File: src/rtl/fifo_drain_ctrl_if.sv
// Handshake bundle between fifo_flops, the drain stage and the next pipeline stage.
// master = drain controller side, slave = FIFO/downstream environment side.
interface fifo_drain_ctrl_if #(
    parameter int BITS = 16
);
    logic [BITS-1:0] fifo_dout;
    logic            fifo_pndng;
    logic            fifo_pop;
    logic [BITS-1:0] out_data;
    logic            out_valid;
    logic            out_ready;

    modport master (
        input  fifo_dout,
        input  fifo_pndng,
        input  out_ready,
        output fifo_pop,
        output out_data,
        output out_valid
    );

    modport slave (
        output fifo_dout,
        output fifo_pndng,
        output out_ready,
        input  fifo_pop,
        input  out_data,
        input  out_valid
    );
endinterface

File: src/rtl/fifo_drain_ctrl.sv
// Drains fifo_flops into a 2-entry head/skid buffer presented as valid/ready.
// Optional statistics counters are enabled with FIFO_DRAIN_STATS_EN.
module fifo_drain_ctrl #(
    parameter int BITS  = 16,
    parameter int CNT_W = 32
) (
    input  logic               clk,
    input  logic               rst,
    input  logic               flush,
    output logic               busy,
    fifo_drain_ctrl_if.master  bus
`ifdef FIFO_DRAIN_STATS_EN
    ,
    output logic [CNT_W-1:0]   cnt_words,
    output logic [CNT_W-1:0]   cnt_stall
`endif
);

    typedef enum logic [1:0] {
        EMPTY = 2'd0,
        ONE   = 2'd1,
        TWO   = 2'd2
    } state_t;

    state_t          state;
    logic [BITS-1:0] head;
    logic [BITS-1:0] skid;
    logic            valid_q;
    logic            push;
    logic            take;

    // Pop depends only on registered occupancy, never on out_ready.
    assign push         = rst & bus.fifo_pndng & ~flush & (state != TWO);
    assign take         = valid_q & bus.out_ready;
    assign bus.fifo_pop = push;
    assign bus.out_data = head;
    assign bus.out_valid = valid_q;
    assign busy         = (state != EMPTY) | bus.fifo_pndng;

    always_ff @(posedge clk or negedge rst) begin
        if (!rst) begin
            state   <= EMPTY;
            valid_q <= 1'b0;
            head    <= '0;
            skid    <= '0;
        end else if (flush) begin
            state   <= EMPTY;
            valid_q <= 1'b0;
        end else begin
            case (state)
                EMPTY: begin
                    if (push) begin
                        head    <= bus.fifo_dout;
                        state   <= ONE;
                        valid_q <= 1'b1;
                    end
                end
                ONE: begin
                    if (push && take) begin
                        head <= bus.fifo_dout;
                    end else if (push) begin
                        skid  <= bus.fifo_dout;
                        state <= TWO;
                    end else if (take) begin
                        state   <= EMPTY;
                        valid_q <= 1'b0;
                    end
                end
                TWO: begin
                    if (take) begin
                        head  <= skid;
                        state <= ONE;
                    end
                end
                default: begin
                    state   <= EMPTY;
                    valid_q <= 1'b0;
                end
            endcase
        end
    end

`ifdef FIFO_DRAIN_STATS_EN
    // Saturating counters; flush restarts the statistics window.
    always_ff @(posedge clk or negedge rst) begin
        if (!rst) begin
            cnt_words <= '0;
            cnt_stall <= '0;
        end else if (flush) begin
            cnt_words <= '0;
            cnt_stall <= '0;
        end else begin
            if (take && (cnt_words != {CNT_W{1'b1}})) begin
                cnt_words <= cnt_words + CNT_W'(1);
            end
            if (valid_q && !bus.out_ready && (cnt_stall != {CNT_W{1'b1}})) begin
                cnt_stall <= cnt_stall + CNT_W'(1);
            end
        end
    end
`endif

endmodule

File: src/flat_wrapper.sv
// flat-port wrapper written by rule: the top's interface ports become plain ports
module fifo_drain_ctrl_flat 
#(
    parameter int BITS  = 16,
    parameter int CNT_W = 32
)
  (clk, rst, flush, busy, bus_fifo_dout, bus_fifo_pndng, bus_out_ready, bus_fifo_pop, bus_out_data, bus_out_valid);
  fifo_drain_ctrl_if #(.BITS(BITS)) bus_i ();
  input  logic clk;
  input  logic rst;
  input  logic flush;
  output logic busy;
  input wire logic [$bits(bus_i.fifo_dout)-1:0] bus_fifo_dout;
  input wire logic [$bits(bus_i.fifo_pndng)-1:0] bus_fifo_pndng;
  input wire logic [$bits(bus_i.out_ready)-1:0] bus_out_ready;
  output wire logic [$bits(bus_i.fifo_pop)-1:0] bus_fifo_pop;
  output wire logic [$bits(bus_i.out_data)-1:0] bus_out_data;
  output wire logic [$bits(bus_i.out_valid)-1:0] bus_out_valid;
  assign bus_i.fifo_dout = bus_fifo_dout;
  assign bus_i.fifo_pndng = bus_fifo_pndng;
  assign bus_i.out_ready = bus_out_ready;
  assign bus_fifo_pop = bus_i.fifo_pop;
  assign bus_out_data = bus_i.out_data;
  assign bus_out_valid = bus_i.out_valid;
  fifo_drain_ctrl #(.BITS(BITS), .CNT_W(CNT_W)) u_core (.clk(clk), .rst(rst), .flush(flush), .busy(busy), .bus(bus_i));
endmodule
File: config.mk
export PLATFORM = sky130hd
export DESIGN_NAME = fifo_drain_ctrl_flat
export DESIGN_NICKNAME = d
export VERILOG_FILES = /design/src/rtl/fifo_drain_ctrl_if.sv /design/src/rtl/fifo_drain_ctrl.sv /design/src/flat_wrapper.sv
export SDC_FILE = /design/constraint.sdc
export NUM_CORES = 1
export LEC_CHECK = 0
export CAP_MARGIN = 30
export CORE_MARGIN = 2
export CORE_UTILIZATION = 48
export DETAILED_ROUTE_END_ITERATION = 8
export HOLD_SLACK_MARGIN = 0.15
export PLACE_DENSITY_LB_ADDON = 0.25
export SYNTH_ARGS = -nofsm -noshare
export SYNTH_HDL_FRONTEND = slang
export SYNTH_SLANG_ARGS = --single-unit
File: constraint.sdc
create_clock -name clk -period 2.45 [get_ports clk]
set_clock_uncertainty 0.2 [all_clocks]
set_input_delay 0.735 -clock clk [delete_from_list [all_inputs] [get_ports clk]]
set_output_delay 0.735 -clock clk [all_outputs]
set_load 0.01 [all_outputs]
# Word-level counts from Yosys, hierarchy flattened
# Cells that the tools add are included.
# word_totals
register_bits	35
inputBits	21
out_inout_bits	19
wordCells	49
# classes
eq_ne	13
mux	17
n_bitwise	7
reduce_logical	8
# op_table
cell	n
16-bit two-way mux	3
16-bit one-hot mux with 3 select lines	1
2-bit two-way mux	6
5-bit AND reduction	2
3-bit by 2-bit inequality test with 1-bit output, second input constant	3
4-bit AND reduction	2
2-bit by 1-bit inequality test with 1-bit output, second input constant	3
3-bit inequality test, second input constant	2
2-bit one-hot mux with 3 select lines	1
1-bit two-way mux	5
1-bit bitwise AND	4
2-bit inequality test, second input constant	2
4-bit by 2-bit inequality test with 1-bit output, second input constant	1
1-bit one-hot mux with 3 select lines	1
3-bit nonzero test	1
2-bit by 1-bit equality test with 1-bit output, second input constant	1
2-bit equality test, second input constant	1
2-bit zero test	1
1-bit inverter	2
2-bit nonzero test	1
1-bit logical AND	1
1-bit bitwise OR	1

# Depth between registers and ports, before layout
# Gate-level depths: netlist of run 1.
# depth
ltp_word	7
depth_mapped	6
mapped_depth_nobuf	4

# Worst setup path after synthesis of run 1
# Ideal clock, no wire load.
# synth_path
path_kind	input -> register
startpoint	in bus_fifo_pndng
endpoint	reg u_core.head[0] (netlist: u_core.bus.out_data[0])
setup_time_ns	0.125
arrival_time_ns	1.867
required_ns	2.125
slack_ns	0.259
stages	5
n_path_buf	1
path_cell_list	and3b_2 nor2_2 o31ai_4 buf_6 mux2_2
# synth_via
elab_chain_cells	6
word_cells_on_any_way	7
cone_classes	eq/ne: 2; bitwise: 3; reduce/logical: 2
# synth_lines
element	line	source
start, declared	flat_wrapper.sv:14	input wire logic [$bits(bus_i.fifo_pndng)-1:0] bus_fifo_pndng;
1-bit bitwise AND (*) (3 in a row)	fifo_drain_ctrl.sv:33	assign push = rst & bus.fifo_pndng & ~flush & (state != TWO);
1-bit logical AND	fifo_drain_ctrl.sv:59	if (push && take) begin
2-bit by 1-bit inequality test with 1-bit output (no source line)	-	
5-bit AND reduction (no source line) (*)	-	
end signal, assigned	fifo_drain_ctrl.sv:53	head <= bus.fifo_dout;
end signal, assigned	fifo_drain_ctrl.sv:60	head <= bus.fifo_dout;
end signal, assigned	fifo_drain_ctrl.sv:71	head <= skid;
end, declared	fifo_drain_ctrl.sv:26	logic [BITS-1:0] head;
# Every way passes the cells marked *; elsewhere a longest branch is shown, timed or not.
# A chain may end at the register's enable or synchronous reset.

# Worst setup path in the final report of run 1
# layout_path
startpoint	in bus_fifo_pndng
endpoint	out busy
# layout_via
elab_chain_cells	1
# layout_lines
element	line	source
1-bit bitwise OR	fifo_drain_ctrl.sv:38	assign busy = (state != EMPTY) | bus.fifo_pndng;
end, declared	flat_wrapper.sv:12	output logic busy;
# Every way passes these cells.

==> flow_summary_export.csv, run 1 <==
group,metric,value,unit
clock_tree,clockBufferDepth,2,
critical_path,critPathTopFamily,"buffers and inverters",
die,num_rows,21,
synth,synth_commonest_cells,"mux2_2, dfrtp_1, nand2_1, nor2_1",
critical_path,cp_max_fo,3,
critical_path,required,1.51,ns
critical_path,r2r-end,"u_core.bus.out_data[13]",
finish,antenna_cells,0,
hold_path,whs_path_depth,1,
synth,muxShareOfSynthArea,0.334,
hold_path,min_path_type,"reg -> reg",
drt,vias,1064,
synth,netlist_instances,112,
finish,area_growth,34.8,%
finish,fill_cells,271,
synth,synthSimpleGateAreaFrac,0.0533,
clock_tree,clkSinkCount,35,
synth,synthFlopType,"dfrtp_1",
clock_tree,clock_latency,0.34,ns
die,ios,40,
synth,synthAdderAreaFrac,0,
synth,synth_xor_area_frac,0.00541,
critical_path,cp_cell_sequence,"dlygate4sd2_1 > or3_1 > buf_2",
placed_design,globalplace.congestion,0.748,
drt,wl,3060,um
synth,yosysMostFrequentCell,"mux2_2",
hold_path,holdCritStartpoint,"u_core.bus.out_data[0]",
placed_design,dp.cells,203,
placed_design,io_buffers,39,
drt,drc,0,
run_status,status,"completed",
grt,grt_pass1_wl,5090,um
finish,finalNonFillerCells,211,
drt,vias_per_cell,5.04,
sta,setup_viol,0,
synth,synth-compound-area-share,0.0386,
clock_tree,tritoncts,"built",
clock_tree,root_buffer,"clkbuf_4",
finish,fin_nets,185,
finish,layout-drive-gt1-share,0.461,
critical_path,end_kind,"primary output",
critical_path,cpPeakStageDelay,0.35,ns
synth,ys_top_cells_by_area,"dfrtp_1, mux2_2, buf_6",
pwr,p_leak,0.937,nW
placed_design,dp_hpwl,2250,um
synth,synth_nets,133,
critical_path,crit_buf_inv,2,
synth,synth_async_sr_flop_share,1.00,
synth,syn_area,0.00162,sq mm
die,core_area,0.00328,sq mm
synth,synth_cell_type_count,22,
critical_path,cp.depth,3,
synth,yosysSeqAreaShare,0.541,
critical_path,worstSetupPathType,"in -> out",
grt,grt_max_degree,36,
die,fp.dieArea,0.00385,sq mm
grt,track_usage,0.190,
clock_tree,numCtsBuffers,5,
sta,hold_viol,0,
sta,finalCritPeriodShare,0.991,
critical_path,critPathLaunch,"bus_fifo_pndng",
pwr,power_density,773,mW/mm^2
clock_tree,clkSlewWorstSetupHoldPaths,0.10,ns
critical_path,cp.arrival,1.49,ns
grt,antenna_found_initial,0,
critical_path,r2r_start,"u_core.state[0]",
sta,drv_slew,0,
drt,wl_per_cell,14.5,um
synth,synth_seq_cells,35,
synth,yosysWarnings,0,
grt,grt_overflow,0,
sta,relSlewSlack,0.720,
pwr,ir_drop,0.481,mV
die,die_h,62.1,um
critical_path,critPathCapture,"busy",
clock_tree,htree_levels,2,
synth,synth_top_area_cell,"dfrtp_1",
sta,rsz0062_at_grt,"false",
synth,synth_top_family_by_area,"multiplexers",
sta,hold_ws,0.314,ns
critical_path,rr_worst_depth,6,
die,start_util,0.493,
drt,antenna_left,0,
critical_path,rrSetupSlack,0.30,ns
synth,avgSynthCellArea,14.5,sq um
run,maxCapViolations,0,
synth,synth_edf_count,0,
die,die_w,62.1,um
critical_path,crit_slowest_cell,"or3_1",
synth,synth_top_area_share,0.541,
grt,grt_pass1_vias,1126,
drt,drt_iter0_markers,71,
sta,fmaxAchievable,412,MHz
sta,worst_slew_pin_slew,0.420,ns
critical_path,cp-start-kind,"input pin",
drt,first_pass_iters,4,
sta,post-route-min-period,2.43,ns
## cell type report
class | count | area, sq um | area share
flip-flops and latches | 35 | 876 | 0.401
well taps | 46 | 57.6 | 0.0264
clock inverters | 3 | 43.8 | 0.0201
inverters | 2 | 7.51 | 0.00344
multi-input cells | 70 | 703 | 0.322
repair buffers | 50 | 457 | 0.209
clock buffers | 5 | 37.5 | 0.0172
## state kept, by name, indices dropped and copies added (netlist names)
signal                flops
u_core.bus.out_data      16
u_core.skid              16
u_core.state              2
u_core.bus.out_valid      1
## cells by family after synthesis
group           after synthesis
mux                          48
flops                        35
compound gates                7
simple gates                 14
xor+xnor                      1
buf+inv                       7
## where the power goes
group          internal [mW]  switching (mW)  leakage [nW]
logic                  0.307           0.156         0.458
clock network          0.215           0.197        0.0452
registers              0.733          0.0805         0.434
## stage by stage
| step | TNS, ns | util | instance area [sq um] | power (mW) | worst slack [ns] |
|---|---|---|---|---|---|
| 4_1_cts | 0 | 0.663 | 2180 | 1.71 | 0.0139 |
| 3_5_place_dp | -4.84 | 0.642 | 2110 | 1.30 | -0.554 |
| 6_report | 0 | 0.664 | 2180 | 1.69 | 0.0232 |
| 2_1_floorplan | 0 | - | 1620 | 1.04 | 0.259 |
| 5_1_grt | 0 | 0.664 | 2180 | 1.79 | 0.00632 |
| 3_3_place_gp | -3.70 | 0.642 | 2110 | 1.27 | -0.488 |
## metal layers
layer  global-route usage  wire length, um  up-vias
li1                     -                -      509
met1                0.225             1220      521
met2                0.320             1640       29
met3               0.0704              162        5
met4               0.0608               34        0
met5                    0                0        -
## worst min-delay path by stage
| stage | to |
|---|---|
| after floorplan | u_core.bus.out_data[0] |
| after global placement | u_core.skid[12] |
| after detailed placement | u_core.skid[14] |
| after CTS | u_core.skid[8] |
| after global routing | u_core.bus.out_data[0] |
| final | u_core.bus.out_data[0] |
## cell usage in the layout (no fill, tap or decap), drive strengths merged, types with 2 or more instances in the layout
cell type	count
a21oi	2
buf	14
clkbuf	5
clkdlybuf4s50	35
clkinv	2
dfrtp	35
inv	2
mux2	48
nand2	3
nor2	4
nor2b	3
## timing repair
action                                  4_1_cts  5_1_grt
resized for setup                             9        1
hold buffers                                  0        0
endpoints found under the setup margin        2        1
pin swaps                                     1        1
setup buffers                                 0        0
No activity file was read; power rests on OpenSTA's default activity.
==> run 2, diff against run 1 <==
Settings changed: ABC_AREA set to 1, CORE_UTILIZATION 48 to 60, DONT_BUFFER_PORTS set to 1.
==> run 2 against run 1 <==
Worst hold slack got worse by 0.012 ns. Flip-flop and latch count unchanged. Sequential share of layout area is 9.6 points higher. Core utilization decreased by 0.86 points. Cell area fell by 19%.
==> flow_summary_export.csv, run 2 <==
group,metric,value,unit
run_status,status,"completed",
grt,grt_overflow,0,
synth,netlist_instances,210,
critical_path,r2r_start,"u_core.state[1]",
synth,synth_top_area_cell,"dfrtp_1",
placed_design,pre_cts_ws,0.371,ns
grt,grt_use_met2,0.355,
critical_path,crit_slowest_cell,"dfrtp_1",
finish,antenna_cells,0,
sta,relSlewSlack,0.634,
finish,multi_input_area,652,sq um
synth,yosysSeqAreaShare,0.526,
grt,grt_busiest_layer,"met2",
critical_path,cp_cell_sequence,"inv_1 > nand2_2 > inv_1 > nor2_1",
die,die_h,56.7,um
grt,grt_pass1_vias,1258,
hold_path,hold_end,"u_core.skid[1]",
placed_design,dp_hpwl,2250,um
clock_tree,clockBufferDepth,2,
critical_path,cp.arrival,1.37,ns
synth,synth_commonest_cells,"nand2_1, dfrtp_1, inv_1",
critical_path,worstSetupPathType,"reg -> out",
critical_path,cp-start-kind,"register",
clock_tree,post_cts_buffers,0,
pwr,p_leak,0.958,nW
synth,synth_seq_cells,35,
synth,synth_cell_type_count,21,
hold_path,whs_path_depth,2,
sta,setup_viol,0,
finish,fill_cells,249,
clock_tree,clkSlewWorstSetupHoldPaths,0.10,ns
finish,fin_nets,234,
finish,final_common_cell,"nand2_1",
grt,met3_usage,0.0691,
die,start_util,0.620,
sta,fmaxAchievable,435,MHz
grt,grt_max_degree,36,
clock_tree,clkSinkCount,35,
die,fp.dieArea,0.00322,sq mm
die,core_area,0.00269,sq mm
critical_path,end_kind,"primary output",
drt,vias,1301,
synth,yosysWarnings,0,
pwr,ir_drop,0.700,mV
sta,post-route-min-period,2.30,ns
drt,drc,0,
die,ios,40,
hold_path,min_path_type,"reg -> reg",
synth,synth_nets,231,
grt,gr-usage-met1,0.283,
synth,yosysMostFrequentCell,"nand2_1",
synth,synthFlopType,"dfrtp_1",
drt,drt_iter0_markers,65,
synth,synth_top_area_share,0.526,
hold_path,holdCritStartpoint,"u_core.skid[1]",
critical_path,cp_max_fo,13,
critical_path,cpPeakStageDelay,0.44,ns
die,num_rows,19,
finish,layout_common_cells,"nand2_1, dfrtp_1, inv_1, nand3_1",
finish,utilization,0.656,
finish,area_growth,5.71,%
critical_path,required,1.51,ns
critical_path,rrSetupSlack,0.68,ns
run,maxCapViolations,0,
clock_tree,numCtsBuffers,5,
sta,fin_ws,0.149,ns
synth,syn_area,0.00167,sq mm
critical_path,rr_worst_depth,6,
synth,synth_edf_count,0,
clock_tree,htree_levels,2,
pwr,power_density,937,mW/mm^2
clock_tree,root_buffer,"clkbuf_4",
sta,hold_viol,0,
sta,finalCritPeriodShare,0.939,
sta,rsz0062_at_grt,"false",
placed_design,globalplace.congestion,0.846,
die,die_w,56.7,um
placed_design,io_buffers,0,
synth,synth_async_sr_flop_share,1.00,
grt,grt_pass1_wl,5520,um
drt,antenna_left,0,
synth,avgSynthCellArea,7.94,sq um
clock_tree,tritoncts,"built",
drt,vias_per_cell,5.33,
drt,first_pass_iters,5,
finish,regArea,876,sq um
sta,drv_slew,0,
clock_tree,clock_latency,0.33,ns
sta,fin_tns_setup,0,ns
drt,wl,3230,um
grt,antenna_found_initial,0,
critical_path,cpMostUsedCell,"inv_1",
grt,track_usage,0.223,
synth,ys_top_cells_by_area,"dfrtp_1, nand2_1, nand3_1",
finish,layout-drive-gt1-share,0.0986,
drt,wl_per_cell,13.2,um
sta,worst_slew_pin_slew,0.547,ns
critical_path,r2r-end,"u_core.skid[14]",
==> run 2: cell count changes after synthesis, sizes merged, moves of 9 or more <==
cell	delta
nand2	+65
mux2	-48
o21ai	+23
inv	+21
nand3	+19
nor2	+13
a21oi	+9
==> run 2: worst max-delay path by stage <==
stage	startpoint	end	slack, ns	depth (start not counted)
after global placement	flush	bus_fifo_pop	0.40	3
after floorplan	flush	bus_fifo_pop	0.43	3
after detailed placement	flush	u_core.skid[9]	0.37	6
after CTS	u_core.state[1]	busy	0.15	3
after global routing	u_core.state[0]	bus_fifo_pop	0.07	4
final	u_core.state[0]	bus_fifo_pop	0.15	4
==> run 2: layer usage <==
| layer | vias to the layer above | wire (um) |
|---|---|---|
| met5 | - | 0 |
| met1 | 587 | 1570 |
| met4 | 0 | 44 |
| met3 | 7 | 216 |
| li1 | 668 | - |
| met2 | 39 | 1400 |
==> run 2: kinds of logic (layout without fill, tap and decap cells) <==
| kind of cell | count (synthesis) | count (layout) | synth area share |
|---|---|---|---|
| flops | 35 | 35 | 0.526 |
| buf+inv | 32 | 35 | 0.0833 |
| simple gates | 108 | 108 | 0.272 |
| compound gates | 35 | 35 | 0.119 |
==> run 2: power breakdown <==
group / leakage (nW) / internal [mW] / switching, mW
Combinational: 0.504 / 0.134 / 0.210
Clock: 0.0341 / 0.133 / 0.181
Sequential: 0.420 / 0.809 / 0.184
==> run 2: area by class of cell <==
cell class	instances	area share
Sequential cell	35	0.497
Timing Repair Buffer	5	0.0298
Clock buffer	6	0.0291
Multi-Input combinational cell	143	0.370
Tap cell	31	0.0220
Clock inverter	1	0.00284
Inverter	23	0.0490
==> run 2: critical path: cells and delay by family, from the launching register on <==
kind / cells / cell delay [ns]
DFF: 1 / 0.44
buffers and inverters: 2 / 0.40
and+or+nand+nor: 2 / 0.21
==> run 2: through the flow <==
stage	cell area (sq um)	std cells	hold WS, ns	power, mW
after floorplan	1670	210	0.239	1.25
after CTS	1760	244	0.308	1.67
after global routing	1760	244	0.325	1.77
after detailed placement	1680	235	0.240	1.34
final	1760	244	0.302	1.65
after global placement	1680	235	0.240	1.31
==> run 2: what timing repair did <==
| item | CTS | global route |
|---|---|---|
| resized for setup | 0 | 0 |
| endpoints found under the hold margin | 35 | 0 |
| hold buffers | 2 | 0 |
==> run 3, diff against run 2 <==
Settings changed: PLACE_DENSITY set to 0.86, PLACE_DENSITY_LB_ADDON 0.25 to not set, TNS_END_PERCENT set to 5.
==> run 3 against run 2 <==
Via count is 1.2% lower. Total power shrank 0.90%. Sequential share of layout area grew 0.18 points. Worst setup slack hardly changed. Maximum frequency is essentially flat. Register-to-register slack better by 0.06 ns. Count of clock-buffer cells in the layout increased by 1. Highest routed layer unchanged. Critical endpoint unchanged. Worst hold slack improved by 0.0028 ns.
==> flow_summary_export.csv, run 3 (synthesized netlist as in run 2, its figures left out) <==
group,metric,value,unit
die,core_area,0.00269,sq mm
finish,final_area,0.00176,sq mm
grt,grt_pass1_vias,1102,
clock_tree,numCtsBuffers,5,
critical_path,cpMostUsedCell,"inv_1",
critical_path,rrSetupSlack,0.74,ns
sta,hold_viol,0,
drt,drt_iter0_markers,44,
hold_path,whs_path_depth,2,
clock_tree,clock_latency,0.34,ns
placed_design,dp_hpwl,2120,um
finish,regArea,876,sq um
critical_path,worstSetupPathType,"reg -> out",
critical_path,cp.depth,4,
grt,grt_overflow,0,
finish,layout-drive-gt1-share,0.0935,
die,start_util,0.620,
critical_path,cp.arrival,1.37,ns
hold_path,min_path_type,"reg -> reg",
sta,rsz0062_at_grt,"false",
finish,final_common_cell,"nand2_1",
finish,antenna_cells,0,
drt,first_pass_iters,4,
pwr,power_density,932,mW/mm^2
placed_design,globalplace.congestion,0.755,
sta,post-route-min-period,2.30,ns
die,num_rows,19,
drt,vias_per_cell,5.24,
placed_design,io_buffers,0,
critical_path,crit_buf_inv,2,
die,fp.dieArea,0.00322,sq mm
sta,drv_slew,0,
run_status,status,"completed",
die,ios,40,
critical_path,required,1.51,ns
sta,hold_ws,0.305,ns
finish,fin_nets,234,
clock_tree,root_buffer,"clkbuf_4",
critical_path,cpPeakStageDelay,0.42,ns
critical_path,cp_cell_sequence,"inv_1 > nand2_2 > inv_1 > nor2_1",
sta,fmaxAchievable,435,MHz
grt,track_usage,0.209,
clock_tree,clkSlewWorstSetupHoldPaths,0.10,ns
clock_tree,htree_levels,2,
placed_design,dpl_cell_area,0.00168,sq mm
finish,fill_cells,239,
finish,area_growth,5.33,%
drt,vias,1285,
die,die_w,56.7,um
critical_path,critPathTopFamily,"flip-flops",
drt,drc,0,
critical_path,end_kind,"primary output",
critical_path,rr_worst_depth,6,
pwr,p_leak,0.953,nW
pwr,ir_drop,0.553,mV
sta,finalCritPeriodShare,0.939,
drt,wl,3130,um
finish,multi_input_area,652,sq um
die,die_h,56.7,um
sta,relSlewSlack,0.638,
grt,antenna_found_initial,0,
drt,wl_per_cell,12.8,um
grt,grt_pass1_wl,5060,um
sta,worst_slew_pin_slew,0.541,ns
grt,grt_max_degree,36,
clock_tree,tritoncts,"built",
finish,layout_common_cells,"nand2_1, dfrtp_1, inv_1, nand3_1",
run,maxCapViolations,0,
clock_tree,clkSinkCount,35,
clock_tree,clockBufferDepth,2,
drt,antenna_left,0,
finish,utilization,0.653,
critical_path,cp_max_fo,13,
critical_path,cp-start-kind,"register",
sta,setup_viol,0,
critical_path,crit_slowest_cell,"dfrtp_1",
clock_tree,post_cts_buffers,0,
sta,fin_tns_setup,0,ns
run 3: cell types whose count changed in the layout (fill, tap and decap cells not counted):
cell	delta
clkbuf_1	+2
clkbuf_8	-1
run 3: final cells by class:
class                   instances  share of cell area
clock buffers                   7              0.0257
clock inverters                 1             0.00285
inverters                      23              0.0492
multi-input cells             143               0.371
flip-flops and latches         35               0.499
well taps                      31              0.0221
repair buffers                  5              0.0299
run 3: worst paths after layout:
path                                 startpoint                endpoint
worst min-delay path             u_core.skid[3]          u_core.skid[3]
worst max-delay path            u_core.state[0]            bus_fifo_pop
min in group asynchronous                   rst    u_core.bus.out_valid
worst max register to register  u_core.state[1]          u_core.skid[8]
worst min register to register   u_core.skid[3]          u_core.skid[3]
max in group asynchronous                   rst  u_core.bus.out_data[4]
run 3: through the flow:
step / total power [mW] / worst slack, ns / std cells
CTS: 1.64 / 0.142 / 245
global placement: 1.31 / 0.387 / 235
floorplan: 1.25 / 0.426 / 210
detailed placement: 1.34 / 0.371 / 235
global route: 1.76 / 0.0455 / 245
finish: 1.64 / 0.149 / 245
run 3: layer usage:
metal,track usage,part of all wire,vias up
li1,-,-,667
met1,0.272,0.47,579
met2,0.299,0.45,34
met3,0.108,0.067,5
met4,0.0714,0.015,0
met5,0,0,-
run 3: worst register-to-register path, cell delays in order, from the launching register on:
cell and delay [ns]:
dfrtp_1 0.47, inv_1 0.11, nand2_1 0.05, nor2_1 0.16
nand2_2 0.34, nor2_1 0.20, a21oi_1 0.06
run 3: repair_timing:
item | 4_1_cts | 5_1_grt
resized for setup | 0 | 0
endpoints found under the hold margin | 35 | 0
hold buffers | 2 | 0
run 3: power by group:
group	leakage, nW	internal (mW)	total [mW]	switching, mW
logic	0.504	0.134	0.344	0.210
clock network	0.0293	0.112	0.295	0.183
registers	0.420	0.809	0.997	0.188
